<file path="config.mk">
export PLATFORM = sky130hd
export DESIGN_NAME = mem_port_sched
export DESIGN_NICKNAME = d
export VERILOG_FILES = /design/src/rtl/mem_sched_pkg.sv /design/src/rtl/mem_align_chk.sv /design/src/rtl/mem_port_sched.sv
export SDC_FILE = /design/constraint.sdc
export NUM_CORES = 1
export LEC_CHECK = 0
export ABC_CLOCK_PERIOD_IN_PS = 2150
export BUFFER_PORTS_ARGS = -buffer_cell sky130_fd_sc_hd__clkbuf_2
export CAP_MARGIN = 20
export CORE_MARGIN = 8
export CORE_UTILIZATION = 39
export CTS_CLUSTER_DIAMETER = 200
export DETAILED_ROUTE_END_ITERATION = 8
export PLACE_DENSITY = 0.8
export SYNTH_ARGS = -nofsm -noshare
export SYNTH_HDL_FRONTEND = slang
export SYNTH_SLANG_ARGS = --single-unit
</file>
<file path="constraint.sdc">
create_clock -name clk -period 2.15 [get_ports clk]
set_clock_uncertainty 0.2 [all_clocks]
set_input_delay 0.215 -clock clk [delete_from_list [all_inputs] [get_ports clk]]
set_output_delay 0.215 -clock clk [all_outputs]
set_load 0.01 [all_outputs]
</file>
<file path="src/rtl/mem_sched_pkg.sv">
// mem_sched_pkg: shared state encoding and access-size constants for the memory port scheduler.
package mem_sched_pkg;
  typedef enum logic [2:0] {
    FETCH,
    IWAIT,
    EXEC,
    DWAIT,
    DDONE,
    HALT
  } state_t;
  localparam logic [1:0] EXT_WORD = 2'b00;
  localparam logic [1:0] EXT_BYTE = 2'b01;
  localparam logic [1:0] EXT_HALF = 2'b10;
endpackage

</file>
<file path="src/rtl/mem_align_chk.sv">
// mem_align_chk: flags a data address that is not naturally aligned for its access size.
module mem_align_chk
  import mem_sched_pkg::*;
(
  input  logic [1:0] dm_ext,
  input  logic [1:0] dm_addr,
  output logic       misaligned
);
  // size code 3 falls through to the word rule
  always_comb
    misaligned = (dm_ext == EXT_BYTE) ? 1'b0 :
                 (dm_ext == EXT_HALF) ? dm_addr[0] : |dm_addr;
endmodule

</file>
<file path="src/rtl/mem_port_sched.sv">
// mem_port_sched: shares one single-ported synchronous RAM between instruction fetch and
// data load/store, including the read half of sub-word store read-modify-write.
module mem_port_sched
  import mem_sched_pkg::*;
#(
  parameter int AW = 10
) (
  input  logic          clk,
  input  logic          rst,
  input  logic [31:0]   pc,
  output logic [31:0]   instr,
  input  logic          dm_re,
  input  logic          dm_we,
  input  logic [1:0]    dm_ext,
  input  logic [31:0]   dm_addr,
  input  logic [31:0]   dm_wdata,
  output logic [31:0]   dm_rdata,
  output logic          pc_en,
  output logic          err,
  output logic          ram_en,
  output logic          ram_we,
  output logic [AW-1:0] ram_addr,
  output logic [31:0]   ram_wdata,
  input  logic [31:0]   ram_rdata
);
  state_t      r_state, w_next;
  logic [31:0] r_instr, r_rdata;
  logic        r_err;
  logic        w_mis_raw, w_access, w_mis, w_word, w_word_st, w_exec, w_ddone;
  logic        w_unused;
  mem_align_chk u_align (
    .dm_ext    (dm_ext),
    .dm_addr   (dm_addr[1:0]),
    .misaligned(w_mis_raw)
  );
  assign w_access  = dm_re | dm_we;
  assign w_mis     = w_access & w_mis_raw;
  assign w_word    = (dm_ext != EXT_BYTE) && (dm_ext != EXT_HALF);
  assign w_word_st = dm_we & w_word;
  assign w_exec    = (r_state == EXEC);
  assign w_ddone   = (r_state == DDONE);
  assign w_unused  = ^{pc[31:AW+2], pc[1:0], dm_addr[31:AW+2]};
  always_ff @(posedge clk) begin
    if (rst) begin
      r_state <= FETCH;
      r_instr <= '0;
      r_rdata <= '0;
      r_err   <= 1'b0;
    end else begin
      r_state <= w_next;
      if (r_state == IWAIT) r_instr <= ram_rdata;
      if (r_state == DWAIT) r_rdata <= ram_rdata;
      if (w_exec && w_mis) r_err <= 1'b1;
    end
  end
  always_comb begin
    w_next = r_state;
    case (r_state)
      FETCH:   w_next = IWAIT;
      IWAIT:   w_next = EXEC;
      EXEC:    w_next = w_mis ? HALT : (!w_access || w_word_st) ? FETCH : DWAIT;
      DWAIT:   w_next = DDONE;
      DDONE:   w_next = FETCH;
      default: w_next = HALT;
    endcase
  end
  // reset gates every strobe so an aborted RMW never writes
  always_comb begin
    pc_en     = !rst && ((w_exec && !w_mis && (!w_access || w_word_st)) || w_ddone);
    ram_we    = !rst && ((w_exec && !w_mis && w_word_st) || (w_ddone && dm_we));
    ram_en    = !rst && ((r_state == FETCH) || (w_exec && w_access && !w_mis) || (w_ddone && dm_we));
    ram_addr  = (r_state == FETCH) ? pc[AW+1:2] : dm_addr[AW+1:2];
    ram_wdata = dm_wdata;
    instr     = r_instr;
    dm_rdata  = r_rdata;
    err       = r_err;
  end
endmodule

</file>
==> metrics.txt <==
status=complete, no violations; ys flop type=dfxtp_1; DPL Wire Length=6255 um; crit-path max cell delay=0.39 ns; simple-gate share of the synthesized area=21.91%; worst r2r path cells=5; worst-path cell chain=or2_2, a221o_1, a21oi_1, clkbuf_2; maximum clock rate=488.0 MHz; CTS max path bufs=2; worst hold path startpoint=rst; vias=slightly below 3000; Pleak=1.810 nW; post-synthesis cell area=3072 um2; gr ovfl total=0; distinct cell type count after synthesis=34; Buffers on Ports=between 100 and 150; CTS root buf=clkbuf_8; PD cells=767.9 nW/um2; Fin. Hold Viols=0; area share of xor/xnor cells in the synthesized design=0%; first-pass GRT wire length=14100 um; Compound-Gate Fraction of Synth Area=about 15%; worst min path class=primary input to flip-flop; Seq/Total Area, Yosys=44.32%; Clock Latency Late Sink=0.33 ns; Mapped Nets=slightly above 500; vias per cell=4.747; Avg Cell Area, Syn=~8.4 um2; multiplexer area fraction after synthesis=around 3.7%; die footprint=10970 um2; Antenna Nets Post-Route=0; period utilization=95.31%; setup TNS=0 ns; Synth-to-Final Area Change=32.42%; setup-violating endpoint count in the final report=0; worst-path fanout max=12; final net count=about 640; crit path time final=between 2 and 2.5 ns; worst flop-to-flop path startpoint=r_state[1]$_SDFF_PP0_; ratio of cells with drive above 1 in the final layout=39.13%; largest net degree at the start of global routing=66; gpl congestion=0.7575; commonest non-fill, non-tap cell in the layout=clkbuf_2; VDD IR max=0.4221 mV; CP max-delay cell=dfxtp_4; reg2reg end=instr[11]$_SDFFE_PP0N_; RSZ-0062 raised after global routing=no; # H-tree levels=3; Core Box Area=7687 um2; CTS tree=yes; drt initial violations=94; Wirelength per Cell=14.56 um; critical path class=flip-flop to primary output; CP endpoint kind=primary output; CP Buf/Inv Count=1; clock slew at reported path FFs=0.06 ns; hold path depth=3; cell taking the most area after synthesis=dfxtp_1; Sink Count=68; fraction of synthesized cell area taken by the top area cell type=~44%; Synth Area in Adders=less than 1%; Die H=104.7 um; asr flop ratio synth=0%; total CTS buffers=9; #FFs+latches synth=68; vias in the first global route=2934; Residual DRC=0; WP data required=1.74 ns; die width=104.7 um; Worst EP arrival=1.63 ns; normalized max-slew margin=53.00%; largest family of logic cells by synthesized area=simple AND/OR/NAND/NOR gates; family with the most delay on the worst path=compound AO/OA/AOI/OAI gates; TritonRoute pass-1 iters=4; cells after synthesis=367; startpoint type of the worst setup path=flip-flop; number of flops mapped to enable cells by yosys=0; Worst-Margin Slew=slightly above 0.7 ns; max-slew violations=0; Post-Route WL=between 8000 and 9000 um; largest cells by area after synthesis=dfxtp_1, nand2_1, a21oi_1, buf_4, mux2_2; Initial Utilization=roughly two fifths; maxcap violations=0; commonest non-fill, non-tap cells in the layout=clkbuf_2, nand2_1, dfxtp_1; Worst R2R Setup Slack=0.44 ns; YS warnings=0; ant diodes=0; Final Total Pwr=about 3.1 mW; site row count=32; Top Ports=244; # fillers=739; Hold Crit Endpoint=r_state[0]$_SDFF_PP0_; Total GRT Usage=15.53%; initial antenna violation count=0
==> how the worst max path moves through the flow <==
stage / startpoint / cells after the start / slack [ns] / endpoint
5_1_grt: r_state[0]$_SDFF_PP0_ / 4 / 0.02 / ram_en
3_5_place_dp: dm_ext[0] / 7 / 0.24 / pc_en
6_report: r_state[0]$_SDFF_PP0_ / 4 / 0.10 / ram_en
4_1_cts: r_state[0]$_SDFF_PP0_ / 4 / 0.006 / ram_en
2_1_floorplan: r_state[0]$_SDFF_PP0_ / 4 / 0.53 / ram_en
3_3_place_gp: dm_ext[0] / 7 / 0.30 / pc_en
==> worst reg2reg max path, stage by stage (launching register included) <==
cell and delay, ns:
dfxtp_1 0.40, buf_4 0.21, or3b_1 0.37, buf_4 0.22, nand2_1 0.10, a21oi_1 0.07
==> power breakdown <==
| group | switching (mW) | internal, mW | leakage [nW] |
|---|---|---|---|
| registers | 0.0551 | 1.34 | 0.554 |
| clock network | 0.458 | 0.643 | 0.102 |
| logic | 0.339 | 0.291 | 1.15 |
| total | 0.852 | 2.27 | 1.81 |
==> Yosys cell counts, types with 3 or more instances <==
cell and instances:
a21oi_1 57, a21oi_2 10, buf_2 3, buf_4 38
buf_6 9, clkbuf_1 6, dfxtp_1 68, inv_1 4
mux2_2 10, nand2_1 120, nand2_2 10, nand2b_1 4
nor2_1 4
==> layer usage <==
| metal | vias up | track usage (%) | routed length, um |
|---|---|---|---|
| li1 | 1427 | - | - |
| met1 | 1315 | 15.61 | 3505 |
| met2 | 127 | 28.01 | 4548 |
| met3 | 17 | 5.958 | 644 |
| met4 | 0 | 6.626 | 155 |
| met5 | - | 0 | 0 |
==> cells by family (layout without fill, tap and decap cells) <==
family / Yosys count / count (layout)
simple gates: 150 / 150
mux: 10 / 10
compound gates: 76 / 76
fa+ha+maj: 2 / 2
flops: 68 / 68
buf+inv: 61 / 200
==> state kept, by name, summed over array words and instances, names as in the netlist <==
register  count
r_state       3
instr        32
err           1
dm_rdata     32
==> layout make-up <==
cell class | count | area, um2 | share of cell area, %
Multi-Input combinational cell | 238 | 1256 | 30.88
Inverter | 4 | 15.01 | 0.3691
Clock buffer | 10 | 127.6 | 3.137
Clock inverter | 5 | 77.57 | 1.907
Tap cell | 102 | 127.6 | 3.137
Sequential cell | 68 | 1365 | 33.56
Timing Repair Buffer | 181 | 1099 | 27.01
==> metrics by stage <==
| stage | cells | setup WS (ns) | hold WS [ns] | instance area (um2) | utilization, % |
|---|---|---|---|---|---|
| 2_1_floorplan | 367 | 0.5312 | 0.1510 | 3072 | - |
| 3_3_place_gp | 558 | 0.2971 | 0.2301 | 3513 | 45.70 |
| 3_5_place_dp | 558 | 0.2423 | 0.2301 | 3513 | 45.70 |
| 4_1_cts | 608 | 0.006101 | 0.05068 | 4064 | 52.86 |
| 5_1_grt | 608 | 0.01902 | 0.06840 | 4068 | 52.91 |
| 6_report | 608 | 0.1008 | 0.06096 | 4068 | 52.91 |
==> repair_timing <==
action / CTS / global route
hold endpoints to repair: 65 / 0
resized for setup: 0 / 2
setup buffers: 2 / 0
setup endpoints to repair: 10 / 11
hold buffers: 33 / 0
pin swaps: 1 / 0
Power figures use the tool's default switching activity.
